### src/rtl/step_control_fsm_pkg.sv
// step_ctrl_pkg: shared types and constants for the stepper-motor control unit.
//   opcode_e   : 4-bit instruction opcodes (12..15 are illegal)
//   state_e    : control FSM states
//   OP1_* / WA_* : datapath mux-select encodings
package step_ctrl_pkg;

  typedef enum logic [3:0] {
    OP_BR     = 4'd0,
    OP_BRZ    = 4'd1,
    OP_ADDI   = 4'd2,
    OP_SUBI   = 4'd3,
    OP_SR0    = 4'd4,
    OP_SRH0   = 4'd5,
    OP_CLR    = 4'd6,
    OP_MOV    = 4'd7,
    OP_MOVA   = 4'd8,
    OP_MOVR   = 4'd9,
    OP_MOVRHS = 4'd10,
    OP_PAUSE  = 4'd11
  } opcode_e;

  typedef enum logic [3:0] {
    S_IDLE,
    S_FETCH,
    S_DECODE,
    S_EXEC,
    S_MOVR_LOAD,
    S_MOVR_STEP,
    S_SDLY_START,
    S_SDLY_WAIT,
    S_PAUSE_START,
    S_PAUSE_WAIT,
    S_HALT
  } state_e;

  localparam logic [1:0] OP1_PC   = 2'd0;
  localparam logic [1:0] OP1_REG  = 2'd1;
  localparam logic [1:0] OP1_TEMP = 2'd2;

  localparam logic [1:0] WA_R0 = 2'd1;
  localparam logic [1:0] WA_R1 = 2'd2;
  localparam logic [1:0] WA_RT = 2'd3;

  localparam logic [3:0] OP_ILLEGAL_MIN = 4'd12;

endpackage

### src/rtl/step_control_fsm_if.sv
// Instruction-fetch handshake between the control unit and instruction memory.
//   mem_req : control unit requests the next instruction word
//   load_ir : control unit captures the word into IR (same cycle as mem_ack)
//   mem_ack : memory has the word on the IR input
//   opcode  : IR opcode field, valid the cycle after load_ir
interface step_control_fsm_if;
  logic       mem_req;
  logic       load_ir;
  logic       mem_ack;
  logic [3:0] opcode;

  modport master (output mem_req, load_ir, input mem_ack, opcode);
  modport slave  (input mem_req, load_ir, output mem_ack, opcode);
endinterface

### src/rtl/step_control_fsm.sv
// step_control_fsm: multi-cycle control unit for the stepper-motor datapath.
// Fetches through the fetch interface, decodes, then sequences single-cycle
// ops, the MOVR/MOVRHS step loop (optionally paced by the delay counter),
// PAUSE and illegal-opcode trapping.
//   clk, reset_n          : clock, async active-low reset
//   fetch                 : fetch handshake (master side)
//   run/single_step/step_req : execution control
//   register0_is_zero, temp_is_*, delay_done : datapath status
//   remaining outputs     : datapath control strobes and mux selects
//
// state        | meaning
// IDLE         | stopped, waiting for run / step_req
// FETCH        | mem_req until mem_ack, load_ir on ack
// DECODE       | opcode latched into op_q, routed
// EXEC         | one-cycle instruction (and NOP for illegal ops)
// MOVR_LOAD    | load temp register with the step count
// MOVR_STEP    | one step per cycle until temp is zero
// SDLY_START   | start delay counter between steps
// SDLY_WAIT    | wait for delay_done, then next step
// PAUSE_START  | start delay counter for PAUSE
// PAUSE_WAIT   | wait for delay_done, then retire PAUSE
// HALT         | illegal opcode trap, left only by reset
module step_control_fsm
  import step_ctrl_pkg::*;
#(
  parameter bit STEP_DELAY      = 1'b0,
  parameter bit HALT_ON_ILLEGAL = 1'b1
) (
  input  logic                       clk,
  input  logic                       reset_n,
  step_control_fsm_if.master         fetch,
  input  logic                       run,
  input  logic                       single_step,
  input  logic                       step_req,
  input  logic                       register0_is_zero,
  input  logic                       temp_is_positive,
  input  logic                       temp_is_negative,
  input  logic                       temp_is_zero,
  input  logic                       delay_done,
  output logic                       write_reg_file,
  output logic                       result_mux_select,
  output logic                       start_delay_counter,
  output logic                       enable_delay_counter,
  output logic                       commit_branch,
  output logic                       increment_pc,
  output logic                       alu_add_sub,
  output logic                       alu_set_low,
  output logic                       alu_set_high,
  output logic                       load_temp_register,
  output logic                       increment_temp_register,
  output logic                       decrement_temp_register,
  output logic [1:0]                 op1_mux_select,
  output logic [1:0]                 op2_mux_select,
  output logic [1:0]                 select_immediate,
  output logic [1:0]                 select_write_address,
  output logic                       halted,
  output logic                       illegal_op
);

  state_e     state, state_nxt;
  logic [3:0] op_q;
  logic       mem_req_c, load_ir_c;
  state_e     exit_state;

  assign fetch.mem_req = mem_req_c;
  assign fetch.load_ir = load_ir_c;

  // Where a completed instruction goes: stop if run dropped or stepping.
  assign exit_state = (!run || single_step) ? S_IDLE : S_FETCH;

  always_ff @(posedge clk or negedge reset_n) begin
    if (!reset_n) begin
      state <= S_IDLE;
      op_q  <= '0;
    end else begin
      state <= state_nxt;
      if (state == S_DECODE) op_q <= fetch.opcode;
    end
  end

  always_comb begin
    state_nxt               = state;
    mem_req_c               = 1'b0;
    load_ir_c               = 1'b0;
    write_reg_file          = 1'b0;
    result_mux_select       = 1'b0;
    start_delay_counter     = 1'b0;
    enable_delay_counter    = 1'b0;
    commit_branch           = 1'b0;
    increment_pc            = 1'b0;
    alu_add_sub             = 1'b0;
    alu_set_low             = 1'b0;
    alu_set_high            = 1'b0;
    load_temp_register      = 1'b0;
    increment_temp_register = 1'b0;
    decrement_temp_register = 1'b0;
    op1_mux_select          = 2'd0;
    op2_mux_select          = 2'd0;
    select_immediate        = 2'd0;
    select_write_address    = 2'd0;
    halted                  = 1'b0;
    illegal_op              = 1'b0;

    case (state)
      S_IDLE: begin
        if (run && (!single_step || step_req)) state_nxt = S_FETCH;
      end
      S_FETCH: begin
        mem_req_c = 1'b1;
        if (fetch.mem_ack) begin
          load_ir_c = 1'b1;
          state_nxt = S_DECODE;
        end
      end
      S_DECODE: begin
        if (fetch.opcode == OP_MOVR || fetch.opcode == OP_MOVRHS) state_nxt = S_MOVR_LOAD;
        else if (fetch.opcode == OP_PAUSE)                        state_nxt = S_PAUSE_START;
        else if (fetch.opcode >= OP_ILLEGAL_MIN)                  state_nxt = HALT_ON_ILLEGAL ? S_HALT : S_EXEC;
        else                                                      state_nxt = S_EXEC;
      end
      S_EXEC: begin
        state_nxt = exit_state;
        case (op_q)
          OP_BR, OP_BRZ: begin
            // BRZ not taken falls through to a plain PC increment.
            if (op_q == OP_BR || register0_is_zero) begin
              select_immediate = 2'd2;
              op1_mux_select   = OP1_PC;
              op2_mux_select   = 2'd1;
              alu_add_sub      = 1'b1;
              commit_branch    = 1'b1;
            end else begin
              increment_pc = 1'b1;
            end
          end
          OP_ADDI, OP_SUBI, OP_SR0, OP_SRH0: begin
            select_immediate     = (op_q == OP_SR0 || op_q == OP_SRH0) ? 2'd1 : 2'd0;
            op1_mux_select       = OP1_REG;
            op2_mux_select       = 2'd1;
            alu_add_sub          = (op_q == OP_ADDI);
            alu_set_low          = (op_q == OP_SR0);
            alu_set_high         = (op_q == OP_SRH0);
            select_write_address = WA_R0;
            write_reg_file       = 1'b1;
            increment_pc         = 1'b1;
          end
          OP_CLR: begin
            result_mux_select    = 1'b1;
            select_write_address = WA_R0;
            write_reg_file       = 1'b1;
            increment_pc         = 1'b1;
          end
          OP_MOV, OP_MOVA: begin
            select_immediate     = (op_q == OP_MOVA) ? 2'd3 : 2'd0;
            op1_mux_select       = OP1_REG;
            op2_mux_select       = (op_q == OP_MOVA) ? 2'd1 : 2'd0;
            select_write_address = WA_R1;
            write_reg_file       = 1'b1;
            increment_pc         = 1'b1;
          end
          default: increment_pc = 1'b1;  // illegal ops as NOP
        endcase
      end
      S_MOVR_LOAD: begin
        load_temp_register = 1'b1;
        state_nxt          = S_MOVR_STEP;
      end
      S_MOVR_STEP: begin
        if (temp_is_zero) begin
          increment_pc = 1'b1;
          state_nxt    = exit_state;
        end else if (temp_is_positive || temp_is_negative) begin
          write_reg_file          = 1'b1;
          select_write_address    = WA_RT;
          op1_mux_select          = OP1_TEMP;
          op2_mux_select          = (op_q == OP_MOVRHS) ? 2'd2 : 2'd3;
          alu_add_sub             = temp_is_positive;
          decrement_temp_register = temp_is_positive;
          increment_temp_register = !temp_is_positive;
          if (STEP_DELAY) state_nxt = S_SDLY_START;
        end
      end
      S_SDLY_START: begin
        start_delay_counter = 1'b1;
        state_nxt           = S_SDLY_WAIT;
      end
      S_SDLY_WAIT: begin
        enable_delay_counter = 1'b1;
        if (delay_done) state_nxt = S_MOVR_STEP;
      end
      S_PAUSE_START: begin
        start_delay_counter = 1'b1;
        state_nxt           = S_PAUSE_WAIT;
      end
      S_PAUSE_WAIT: begin
        enable_delay_counter = 1'b1;
        if (delay_done) begin
          increment_pc = 1'b1;
          state_nxt    = exit_state;
        end
      end
      S_HALT: begin
        halted     = 1'b1;
        illegal_op = 1'b1;
      end
      default: state_nxt = S_IDLE;
    endcase
  end

endmodule
### src/flat_wrapper.sv
// flat-port wrapper written by rule: the top's interface ports become plain ports
module step_control_fsm_flat import step_ctrl_pkg::*;
#(
  parameter bit STEP_DELAY      = 1'b0,
  parameter bit HALT_ON_ILLEGAL = 1'b1
)
  (clk, reset_n, run, single_step, step_req, register0_is_zero, temp_is_positive, temp_is_negative, temp_is_zero, delay_done, write_reg_file, result_mux_select, start_delay_counter, enable_delay_counter, commit_branch, increment_pc, alu_add_sub, alu_set_low, alu_set_high, load_temp_register, increment_temp_register, decrement_temp_register, op1_mux_select, op2_mux_select, select_immediate, select_write_address, halted, illegal_op, fetch_mem_req, fetch_load_ir, fetch_mem_ack, fetch_opcode);
  step_control_fsm_if fetch_i ();
  input  logic clk;
  input  logic reset_n;
  input  logic run;
  input  logic single_step;
  input  logic step_req;
  input  logic register0_is_zero;
  input  logic temp_is_positive;
  input  logic temp_is_negative;
  input  logic temp_is_zero;
  input  logic delay_done;
  output logic write_reg_file;
  output logic result_mux_select;
  output logic start_delay_counter;
  output logic enable_delay_counter;
  output logic commit_branch;
  output logic increment_pc;
  output logic alu_add_sub;
  output logic alu_set_low;
  output logic alu_set_high;
  output logic load_temp_register;
  output logic increment_temp_register;
  output logic decrement_temp_register;
  output logic [1:0] op1_mux_select;
  output logic [1:0] op2_mux_select;
  output logic [1:0] select_immediate;
  output logic [1:0] select_write_address;
  output logic halted;
  output logic illegal_op;
  output wire logic [$bits(fetch_i.mem_req)-1:0] fetch_mem_req;
  output wire logic [$bits(fetch_i.load_ir)-1:0] fetch_load_ir;
  input wire logic [$bits(fetch_i.mem_ack)-1:0] fetch_mem_ack;
  input wire logic [$bits(fetch_i.opcode)-1:0] fetch_opcode;
  assign fetch_mem_req = fetch_i.mem_req;
  assign fetch_load_ir = fetch_i.load_ir;
  assign fetch_i.mem_ack = fetch_mem_ack;
  assign fetch_i.opcode = fetch_opcode;
  step_control_fsm #(.STEP_DELAY(STEP_DELAY), .HALT_ON_ILLEGAL(HALT_ON_ILLEGAL)) u_core (.clk(clk), .reset_n(reset_n), .fetch(fetch_i), .run(run), .single_step(single_step), .step_req(step_req), .register0_is_zero(register0_is_zero), .temp_is_positive(temp_is_positive), .temp_is_negative(temp_is_negative), .temp_is_zero(temp_is_zero), .delay_done(delay_done), .write_reg_file(write_reg_file), .result_mux_select(result_mux_select), .start_delay_counter(start_delay_counter), .enable_delay_counter(enable_delay_counter), .commit_branch(commit_branch), .increment_pc(increment_pc), .alu_add_sub(alu_add_sub), .alu_set_low(alu_set_low), .alu_set_high(alu_set_high), .load_temp_register(load_temp_register), .increment_temp_register(increment_temp_register), .decrement_temp_register(decrement_temp_register), .op1_mux_select(op1_mux_select), .op2_mux_select(op2_mux_select), .select_immediate(select_immediate), .select_write_address(select_write_address), .halted(halted), .illegal_op(illegal_op));
endmodule
### config.mk
export PLATFORM = sky130hd
export DESIGN_NAME = step_control_fsm_flat
export DESIGN_NICKNAME = d
export VERILOG_FILES = /design/src/rtl/step_control_fsm_pkg.sv /design/src/rtl/step_control_fsm_if.sv /design/src/rtl/step_control_fsm.sv /design/src/flat_wrapper.sv
export SDC_FILE = /design/constraint.sdc
export NUM_CORES = 1
export LEC_CHECK = 0
export CELL_PAD_IN_SITES_DETAIL_PLACEMENT = 1
export CELL_PAD_IN_SITES_GLOBAL_PLACEMENT = 1
export CORE_MARGIN = 8
export CORE_UTILIZATION = 26
export CTS_CLUSTER_DIAMETER = 120
export DETAILED_ROUTE_END_ITERATION = 12
export HOLD_SLACK_MARGIN = 0.02
export PLACE_DENSITY_LB_ADDON = 0.1
export SLEW_MARGIN = 20
export SYNTH_ARGS = -nofsm -noshare
export SYNTH_HDL_FRONTEND = slang
export SYNTH_SLANG_ARGS = --single-unit
### constraint.sdc
create_clock -name clk -period 1.5 [get_ports clk]
set_input_delay 0.3 -clock clk [delete_from_list [all_inputs] [get_ports clk]]
set_output_delay 0.3 -clock clk [all_outputs]
set_load 0.05 [all_outputs]
==> impl_metrics.csv, run 1 <==
group,metric,value,unit
synth,yosys.area_share.adder,0,%
placed_design,hpwl,3540,um
synth,synth_enable_flop_cells,0,
synth,synthXorXnorAreaFrac,1.00,%
synth,combinational_family_with_the_most_area_after_synthesis,"simple AND/OR/NAND/NOR gates",
synth,post_synth_num_cell_types,44,
die,floorplan.die.height,74,um
synth,share_of_the_yosys_chip_area_belonging_to_registers,22.9,%
synth,share_of_the_synthesized_area_in_compound_gates_ao_oa_aoi_oai,25.5,%
synth,muxShareOfSynthArea,6.44,%
synth,post_synth_and_or_nand_nor_area_fraction,35.1,%
synth,netlist_area,875,um2
synth,synth_area_per_cell,7.54,um2
clocking,clock_path_buffers,2,
status,flow.first_error,"[ERROR DPL-0033] detailed placement checks failed during check placement.",
clocking,cts_inserted_buffers,3,
status,lastStage,"4_1_cts",
clocking,cts_hold_repair.buffers,0,
clocking,postCtsSetupRepairBufs,22,
placed_design,io_buffer_count,38,
clocking,cts_sinks,8,
die,std_cell_rows,21,
die,ioPinCount,39,
synth,yosys_warnings,0,
die,die_w,74,um
placed_design,postPlaceCellArea,2020,um2
status,run_status,"stopped before the end",
clocking,post_cts.resized_instances,65,
synth,async_reset_ff_share,100,%
synth,ys_dominant_reg_cell,"sky130_fd_sc_hd__dfrtp_1",
clocking,cts_root_buffer,"sky130_fd_sc_hd__clkbuf_4",
clocking,clock_tree.htree_level_count,1,
synth,syn_nets,131,
die,start_util,26.6,%
synth,synth-seq-cells,8,
placed_design,routability_congestion,0.849,
synth,gate_count_post_synth,116,
==> through the flow <==
step	std cells	setup TNS, ns	setup WS, ns
after global placement	235	-6.96	-0.548
after detailed placement	235	-8.84	-0.591
after floorplan	116	-3.29	-0.329
==> cells in the mapped netlist, drive strengths merged, types with 2 or more instances <==
| cell type | instances | area share [%] |
|---|---|---|
| clkbuf | 3 | 1.3 |
| a21oi | 5 | 2.9 |
| nor2b | 3 | 2.1 |
| nor4b | 3 | 3.7 |
| a211oi | 2 | 1.7 |
| a2111oi | 2 | 2.7 |
| o21ai | 8 | 4.6 |
| and3b | 2 | 2.0 |
| or2 | 3 | 2.1 |
| nor3 | 3 | 1.7 |
| nor2 | 18 | 8.0 |
| nand2b | 6 | 4.3 |
| nor4 | 2 | 1.4 |
| nand2 | 3 | 1.3 |
| o31ai | 3 | 3.1 |
| inv | 7 | 3.0 |
| buf | 7 | 4.9 |
| dfrtp | 8 | 23 |
| o22ai | 2 | 1.4 |
| mux2 | 5 | 6.4 |
| a31oi | 3 | 2.1 |
| nand3 | 3 | 1.7 |
==> cells by family after synthesis <==
family	Yosys count
and+or+nand+nor	53
AOI/OAI and AO/OA	32
buffers and inverters	17
DFF	8
muxes	5
xor gates and xnor gates	1
==> run 2, diff against run 1 <==
==> config.mk (replaced) <==
export PLATFORM = sky130hd
export DESIGN_NAME = step_control_fsm_flat
export DESIGN_NICKNAME = d
export VERILOG_FILES = /design/src/rtl/step_control_fsm_pkg.sv /design/src/rtl/step_control_fsm_if.sv /design/src/rtl/step_control_fsm.sv /design/src/flat_wrapper.sv
export SDC_FILE = /design/constraint.sdc
export NUM_CORES = 1
export LEC_CHECK = 0
export CORE_AREA = 8 8 69 71
export DETAILED_ROUTE_END_ITERATION = 12
export DIE_AREA = 0 0 77 79
export PLACE_DENSITY_LB_ADDON = 0.15
export SLEW_MARGIN = 20
export SYNTH_ARGS = -nofsm -noshare
export SYNTH_HDL_FRONTEND = slang
export SYNTH_SLANG_ARGS = --single-unit
==> constraint.sdc (replaced) <==
create_clock -name clk -period 2 [get_ports clk]
set_input_delay 0.4 -clock clk [delete_from_list [all_inputs] [get_ports clk]]
set_output_delay 0.4 -clock clk [all_outputs]
set_load 0.05 [all_outputs]
==> run 2 against run 1 <==
The flow now finishes, with violations (setup timing). Synthesized area stayed put. Synthesized cell count stayed put.
==> impl_metrics.csv, run 2 <==
group,metric,value,unit
status,run_status,"complete, but fails checks",
status,failed_checks,"setup timing",
global_route,antenna_found_initial,0,
detailed_routing,vias_per_cell,4.80,
sta,finalHoldViolCount,0,
finish,n_antenna_cell,0,
setup_path,endpoint_kind,"primary output",
synth,synth_enable_flop_cells,0,
synth,async_reset_ff_share,100,%
setup_path,critical_path_required_time,1.60,ns
clocking,cts_hold_repair.buffers,0,
sta,max-slew-margin-rel,74.2,%
synth,syn_nets,131,
die,std_cell_rows,23,
clocking,clock_tree.htree_level_count,1,
setup_path,arrival,1.62,ns
die,die_w,77,um
global_route,grt_max_degree,12,
global_route,first_global_vias,1185,
sta,timing.fmax,496,MHz
synth,synth_top_cells_by_count,"sky130_fd_sc_hd__nor2_1 (17), sky130_fd_sc_hd__dfrtp_1 (8), sky130_fd_sc_hd__o21ai_0 (8)",
sta,final_min_period_over_clock_period,101,%
finish,layout.cells.most_common_list,"sky130_fd_sc_hd__buf_4 (27), sky130_fd_sc_hd__buf_12 (23), sky130_fd_sc_hd__clkdlybuf4s50_1 (12), sky130_fd_sc_hd__buf_6 (12), sky130_fd_sc_hd__nor2_1 (9)",
placed_design,post_place_cells,219,
detailed_routing,vias,1138,
die,floorplan.die.height,79,um
placed_design,hpwl,2680,um
clocking,cts_root_buffer,"sky130_fd_sc_hd__clkbuf_8",
setup_path,critical_path_peak_fanout,5,
finish,layout.cells.most_common,"sky130_fd_sc_hd__buf_4",
finish,largest_registers,"u_core.op_q: 4 flops, u_core.state: 4 flops",
synth,ys_dominant_reg_cell,"sky130_fd_sc_hd__dfrtp_1",
global_route,grt_overflow_total,0,
finish,synthToLayoutAreaGrowth,142,%
sta,timing_worst_slew_pin_value,0.382,ns
clocking,cts_inserted_buffers,3,
die,core-area,3800,um2
die,ioPinCount,39,
clocking,clk_latency,0.23,ns
setup_path,setup.worst_path.class,"reg2out",
power,power_density,1260,nW/um2
die,design.die.area,6080,um2
detailed_routing,initialDrtViolationCount,37,
sta,post-route-worst-setup-slack,-0.0157,ns
synth,gate_count_post_synth,116,
detailed_routing,detail_route.first_pass.iterations,4,
sta,finalSetupViolCount,2,
synth,synth_top_area_cell,"sky130_fd_sc_hd__dfrtp_1",
die,start_util,23.0,%
power,ir_worst_vdd,0.650,mV
job,number_of_max_cap_violations,0,
detailed_routing,drt-wirelength-per-cell,15.2,um
global_route,grtUsageTotal,10.8,%
clocking,clock_path_buffers,2,
finish,finalNonFillerCells,237,
clocking,clkTransAtPathRegs,0.04,ns
synth,share_of_the_yosys_chip_area_belonging_to_registers,22.9,%
sta,setup_clock_skew_after_layout,0.00221,ns
placed_design,dp_slack,-0.331,ns
synth,yosys_warnings,0,
finish,final_nets,204,
sta,number_of_max_slew_violations_in_the_final_report,0,
detailed_routing,total_wirelength,3590,um
synth,yosys.area.top_type_share,22.9,%
setup_path,crit_slowest_cell,"sky130_fd_sc_hd__dfrtp_1",
setup_path,critPathLaunchType,"flip-flop",
hold_path,hold_class,"in2async",
clocking,cts_tree,"built",
finish,drive_above_1_share,61.5,%
synth,synth_area_per_cell,7.54,um2
global_route,first_pass_grt_wire_length,5430,um
sta,unrepaired_setup_endpoints_after_global_routing,"yes",
synth,synth-seq-cells,8,
synth,yosysMostFrequentCell,"sky130_fd_sc_hd__nor2_1",
setup_path,critical_path.max_stage_delay,0.39,ns
clocking,cts_sinks,8,
detailed_routing,drt.antenna.violating_nets,0,
finish,post-route-cell-area,2110,um2
finish,utilization,55.7,%
setup_path,path_cells,"nand2b_1 > nor3_4 > o21ai_4 > o22ai_2 > buf_12",
synth,post_synth_num_cell_types,44,
detailed_routing,route.detailed.drc,0,
placed_design,routability_congestion,0.834,
synth,synthTopCellsByArea,"sky130_fd_sc_hd__dfrtp_1 (23%), sky130_fd_sc_hd__nor2_1 (7.3%), sky130_fd_sc_hd__mux2_2 (5.2%)",
power,cellLeakagePower,0.000867,uW
synth,netlist_area,875,um2
placed_design,postPlaceCellArea,1740,um2
sta,final_period_minus_worst_setup_slack,2.02,ns
placed_design,io_buffer_count,38,
[run 2: cell counts after synthesis]
Identical to the previous run, type by type.
[run 2: per-stage QoR]
step           total power (uW)  setup TNS [ns]  hold WS (ns)
2_1_floorplan              1240          -0.684         0.104
4_1_cts                    2360        -0.00520         0.471
3_5_place_dp               1890           -1.84         0.576
3_3_place_gp               1870           -1.58         0.552
5_1_grt                    2810          -0.475         0.475
6_report                   2660         -0.0232         0.453
[run 2: cell type report]
cell class | count | area (um2)
multi-input combinational | 91 | 812
timing repair buffer | 78 | 966
clock buffer | 3 | 41.3
sequential | 8 | 203
inverter | 7 | 30.0
fill | 343 | 1680
tap | 50 | 62.6
[run 2: power by group]
group,internal [uW],switching (uW),leakage (uW)
combinational,1070,1070,0.000748
sequential,236,96.6,0.0000979
clock,130,64.5,0.0000216
total,1430,1230,0.000867
[run 2: metal layers]
| layer | track usage (%) | share of wire, % | up-vias |
|---|---|---|---|
| li1 | - | - | 564 |
| met1 | 12.2 | 43 | 549 |
| met2 | 19.0 | 53 | 21 |
| met3 | 2.48 | 2.8 | 4 |
| met4 | 4.91 | 1.0 | 0 |
| met5 | 0 | 0 | - |
[run 2: path summary, 6_finish.rpt]
check	to	cells after the start	slack (ns)	start
worst max-delay path	op2_mux_select[0]	5	-0.02	u_core.state[1]
worst min-delay path	u_core.state[3]	1	0.45	reset_n
worst max register to register	u_core.state[0]	6	0.23	u_core.state[1]
worst min register to register	u_core.op_q[3]	1	0.61	u_core.op_q[3]
max in group asynchronous	u_core.op_q[0]	1	1.26	reset_n
min in group clk	u_core.op_q[3]	1	0.61	u_core.op_q[3]
[run 2: cells by family after synthesis]
group,after synthesis,synth area share (%)
xor gates and xnor gates,1,1.00
buffers and inverters,17,9.16
and+or+nand+nor,53,35.1
DFF,8,22.9
AOI/OAI and AO/OA,32,25.5
muxes,5,6.44
[run 2: what timing repair did]
item | CTS | global route
endpoints found under the setup margin | 15 | 15
gates resized for setup | 32 | 25
setup buffers | 8 | 8
pin swaps | 11 | 9
[run 2: worst max-delay path, delay by kind of cell (launching register included)]
kind,cells,cell delay [ns]
simple gates,2,0.49
buf+inv,1,0.17
flops,1,0.39
compound gates,2,0.33
No activity file was read; power rests on OpenSTA's default activity.
==> run 3, diff against run 2 <==
--- a/config.mk
+++ b/config.mk
@@ -6,6 +6,7 @@
 export NUM_CORES = 1
 export LEC_CHECK = 0
 export CORE_AREA = 8 8 69 71
+export CTS_CLUSTER_SIZE = 12
 export DETAILED_ROUTE_END_ITERATION = 12
 export DIE_AREA = 0 0 77 79
 export PLACE_DENSITY_LB_ADDON = 0.15
==> results of run 3 <==
Same layout as run 2: the final DEF is identical, and so are final timing and power.
==> run 4, diff against run 3 <==
--- a/config.mk
+++ b/config.mk
@@ -5,6 +5,7 @@
 export SDC_FILE = /design/constraint.sdc
 export NUM_CORES = 1
 export LEC_CHECK = 0
+export CAP_MARGIN = 5
 export CORE_AREA = 8 8 69 71
 export CTS_CLUSTER_SIZE = 12
 export DETAILED_ROUTE_END_ITERATION = 12
==> results of run 4 <==
Same layout as run 2: the final DEF is identical, and so are final timing and power.
==> edit 1 (settings of run 2) <==
Re-encode `state_e` (11 states) as Gray code, 4 bits wide.
--- a/src/rtl/step_control_fsm_pkg.sv
+++ b/src/rtl/step_control_fsm_pkg.sv
@@ -20,17 +20,17 @@
   } opcode_e;
 
   typedef enum logic [3:0] {
-    S_IDLE,
-    S_FETCH,
-    S_DECODE,
-    S_EXEC,
-    S_MOVR_LOAD,
-    S_MOVR_STEP,
-    S_SDLY_START,
-    S_SDLY_WAIT,
-    S_PAUSE_START,
-    S_PAUSE_WAIT,
-    S_HALT
+    S_IDLE        = 4'b0000,
+    S_FETCH       = 4'b0001,
+    S_DECODE      = 4'b0011,
+    S_EXEC        = 4'b0010,
+    S_MOVR_LOAD   = 4'b0110,
+    S_MOVR_STEP   = 4'b0111,
+    S_SDLY_START  = 4'b0101,
+    S_SDLY_WAIT   = 4'b0100,
+    S_PAUSE_START = 4'b1100,
+    S_PAUSE_WAIT  = 4'b1101,
+    S_HALT        = 4'b1111
   } state_e;
 
   localparam logic [1:0] OP1_PC   = 2'd0;
Formal check against the unedited RTL: no difference found for any inputs over 10 cycles, from zero or initial values and one cycle with reset_n low; not proved beyond that.
==> edit 1 against run 2 <==
The run still ends with setup timing left. Combinational power increased by 5%. First-iteration DRC count down 14%. Final area fell by 7.9%. Critical path depth decreased by 1. Routed wire length is 11% lower. Cell count shrank 7.6%. Synthesized area rose by 0.14%. Sequential share of layout area grew 0.75 points. Setup slack got worse by 0.095 ns. Sequential power grew 5%. Sequential cell count unchanged. Power is 4.1% higher. Largest cell class unchanged.
==> edit 1: results (changes against run 2) <==
Setup bufs post-CTS -> 2 (-6)
Vias in the first global route -> 1100 (-7.2%)
Layout clock area frac -> 0.02119 (+0.001668)
Global-route wire length before repair -> 5.119 mm (-5.7%)
Multi-input gate area -> 799.5 um2 (-1.5%)
GP Congestion -> 0.8949 (+7.3%)
Layout cells sized above 1 -> 0.5030 (-0.1120)
Syn_nets -> 132 (+0.76%)
Avg Vias per Cell -> 4.826 (+0.52%)
Synth cell types -> 42 (-4.5%)
Final Setup Violations -> 9 (+7)
PnR worst setup slack -> -0.1111 ns (-0.09539 ns)
Worst Tran Pin Value -> 0.4203 ns (+0.03831 ns)
CP arrival -> 1.71 ns (+0.09 ns)
Outcome -> complete, but fails checks
Violated checks -> setup timing
Setup TNS -> -0.6110 ns (-0.5878 ns)
P_sw -> 1.360 mW (+11%)
Mean Syn Cell Area -> 7.486 um2 (-0.71%)
Post-Place Cells -> 210 (-4.1%)
Post-synthesis mux area share -> 0.05000 (-0.01438)
Total GRT Usage -> 0.09995 (-0.008002)
CP max stage delay -> 0.61 ns (+0.22 ns)
Slowest CP cell -> or4_4
Skew final -> 0.002832 ns (+0.0006240 ns)
Synth Area in Compound Gates -> 0.2614 (+0.006779)
## edit 1: changes by cell type after synthesis, moves of 3 or more
| cell | change |
|---|---|
| and3_1 | +6 |
| mux2_2 | -4 |
| nand2_1 | +4 |
| nor2_1 | -4 |
| nor2b_1 | +3 |
| o21ai_1 | +3 |
## edit 1: power groups by stage
stage          logic [mW]  registers, mW  clock network [mW]
2_1_floorplan        1.19          0.289                   0
3_3_place_gp         1.90          0.326                   0
3_5_place_dp         1.91          0.330                   0
4_1_cts              2.08          0.338               0.188
5_1_grt              2.37          0.363               0.197
6_report             2.23          0.351               0.188
## edit 1: routing by layer
| layer | track usage | vias to the layer above | wire, um |
|---|---|---|---|
| met2 | 0.1920 | 32 | 1687 |
| met5 | 0 | - | 0 |
| met4 | 0.02075 | 0 | 66 |
| met1 | 0.1074 | 493 | 1292 |
| met3 | 0.02596 | 7 | 140 |
| li1 | - | 525 | - |
==> edit 2 (config.mk and constraints of run 2) <==
Made on the original files. `STEP_DELAY` is set to 1'b0 in 2 places; all go to 1'b1.
--- a/src/rtl/step_control_fsm.sv
+++ b/src/rtl/step_control_fsm.sv
@@ -23,7 +23,7 @@
 module step_control_fsm
   import step_ctrl_pkg::*;
 #(
-  parameter bit STEP_DELAY      = 1'b0,
+  parameter bit STEP_DELAY      = 1'b1,
   parameter bit HALT_ON_ILLEGAL = 1'b1
 ) (
   input  logic                       clk,
--- a/src/flat_wrapper.sv
+++ b/src/flat_wrapper.sv
@@ -1,7 +1,7 @@
 // flat-port wrapper written by rule: the top's interface ports become plain ports
 module step_control_fsm_flat import step_ctrl_pkg::*;
 #(
-  parameter bit STEP_DELAY      = 1'b0,
+  parameter bit STEP_DELAY      = 1'b1,
   parameter bit HALT_ON_ILLEGAL = 1'b1
 )
   (clk, reset_n, run, single_step, step_req, register0_is_zero, temp_is_positive, temp_is_negative, temp_is_zero, delay_done, write_reg_file, result_mux_select, start_delay_counter, enable_delay_counter, commit_branch, increment_pc, alu_add_sub, alu_set_low, alu_set_high, load_temp_register, increment_temp_register, decrement_temp_register, op1_mux_select, op2_mux_select, select_immediate, select_write_address, halted, illegal_op, fetch_mem_req, fetch_load_ir, fetch_mem_ack, fetch_opcode);
Formal check against the unedited RTL: not equivalent (Yosys sat finds a counterexample within 10 cycles, from zero or initial values and one cycle with reset_n low).
==> edit 2 against run 2 <==
The run still ends with setup timing left. Synthesized area grew 0.72%. Sequential power grew 5%. Clock power shrank 5%. Synthesized cell count grew 6.0%. Power grew 11%. Critical path depth is the same. Combinational power grew 13%. Sequential cell count is the same. Routed wire length shrank 17%. Non-clock buffer count shrank 15. Setup slack lost 0.061 ns. Final area shrank 6.8%. Largest cell class unchanged. Largest power group unchanged.
==> edit 2: results (changes against run 2) <==
Final Setup Violations -> 11 (+9)
Met1 GRT Util -> 0.1034 (-0.01833)
Placed inst area -> 1749 um2 (+0.29%)
Outcome -> complete, but fails checks
Worst Tran Pin Value -> 0.3614 ns (-0.02064 ns)
Setup slack, reg-to-reg -> 0.17 ns (-0.06 ns)
DR iter-0 viols -> 39 (+5.4%)
Post-Place Cells -> 220 (+0.46%)
P_sw -> 1.419 mW (+15%)
Skew final -> 0.006441 ns (+0.004233 ns)
Drt total wl -> 2.982 mm (-17%)
Multi-input gate area -> 802.0 um2 (-1.2%)
Met3 Use GR -> 0.03499 (+0.01016)
Power Dens Cells -> 1493 nW/um2 (+19%)
Critical path destination -> select_write_address[0]
Setup bufs post-CTS -> 4 (-4)
CP arrival -> 1.68 ns (+0.06 ns)
PnR worst setup slack -> -0.07674 ns (-0.06104 ns)
Met2 Usage GRT -> 0.2005 (+0.01020)
Vias in the first global route -> 1147 (-3.2%)
FF-to-FF path depth -> 6 (unchanged)
Synth area leaders -> dfrtp_1, nor2_1, nor3_1
DP HPWL -> 2.502 mm (-6.5%)
Global-route wire length before repair -> 5.285 mm (-2.7%)
Comb power -> 2.41 mW (+13%)
CP max FO -> 7 (+2)
Post-Layout Cell Count -> 228 (-3.8%)
Layout cells sized above 1 -> 0.5169 (-0.09812)
Synth Area in Compound Gates -> 0.2614 (+0.006714)
Post-synth top cells -> nor2_1, nand2_1, nor3_1
Total GRT Usage -> 0.1031 (-0.004898)
Pre-CTS WS -> -0.1425 ns (+0.1882 ns)
Maximum VDD drop -> 837.4 uV (+29%)
FILL cells -> 368 (+7.3%)
Syn_nets -> 138 (+5.3%)
Hold slack -> 0.4527 ns (-0.0004620 ns)
Violated checks -> setup timing
Synth cell types -> 37 (-16%)
Post-synthesis sequential area ratio -> 0.2273 (-0.001626)
Avg Vias per Cell -> 4.759 (-0.89%)
Post-synthesis mux area share -> 0.06676 (+0.002384)
-- edit 2: final cells by class --
type / instances / share of cell area
multi-input cells: 96 / 0.4070
repair buffers: 63 / 0.4235
inverters: 8 / 0.01524
flip-flops and latches: 8 / 0.1016
clock buffers: 3 / 0.02095
well taps: 50 / 0.03175
-- edit 2: critical path, delay by kind of cell (launching register included) --
kind / cells / cell delay [ns]
DFF: 1 / 0.40
AOI/OAI and AO/OA: 1 / 0.28
buffers and inverters: 2 / 0.33
and+or+nand+nor: 2 / 0.44
-- edit 2: layer usage --
layer | wire [um] | vias up
met5 | 0 | -
met2 | 1658 | 21
met1 | 1124 | 516
met3 | 171 | 4
li1 | - | 544
met4 | 27 | 0
-- edit 2: cells by family after synthesis --
group                     count (synthesis)
and+or+nand+nor                          56
AOI/OAI and AO/OA                        34
xor gates and xnor gates                  1
muxes                                     5
buffers and inverters                    19
DFF                                       8
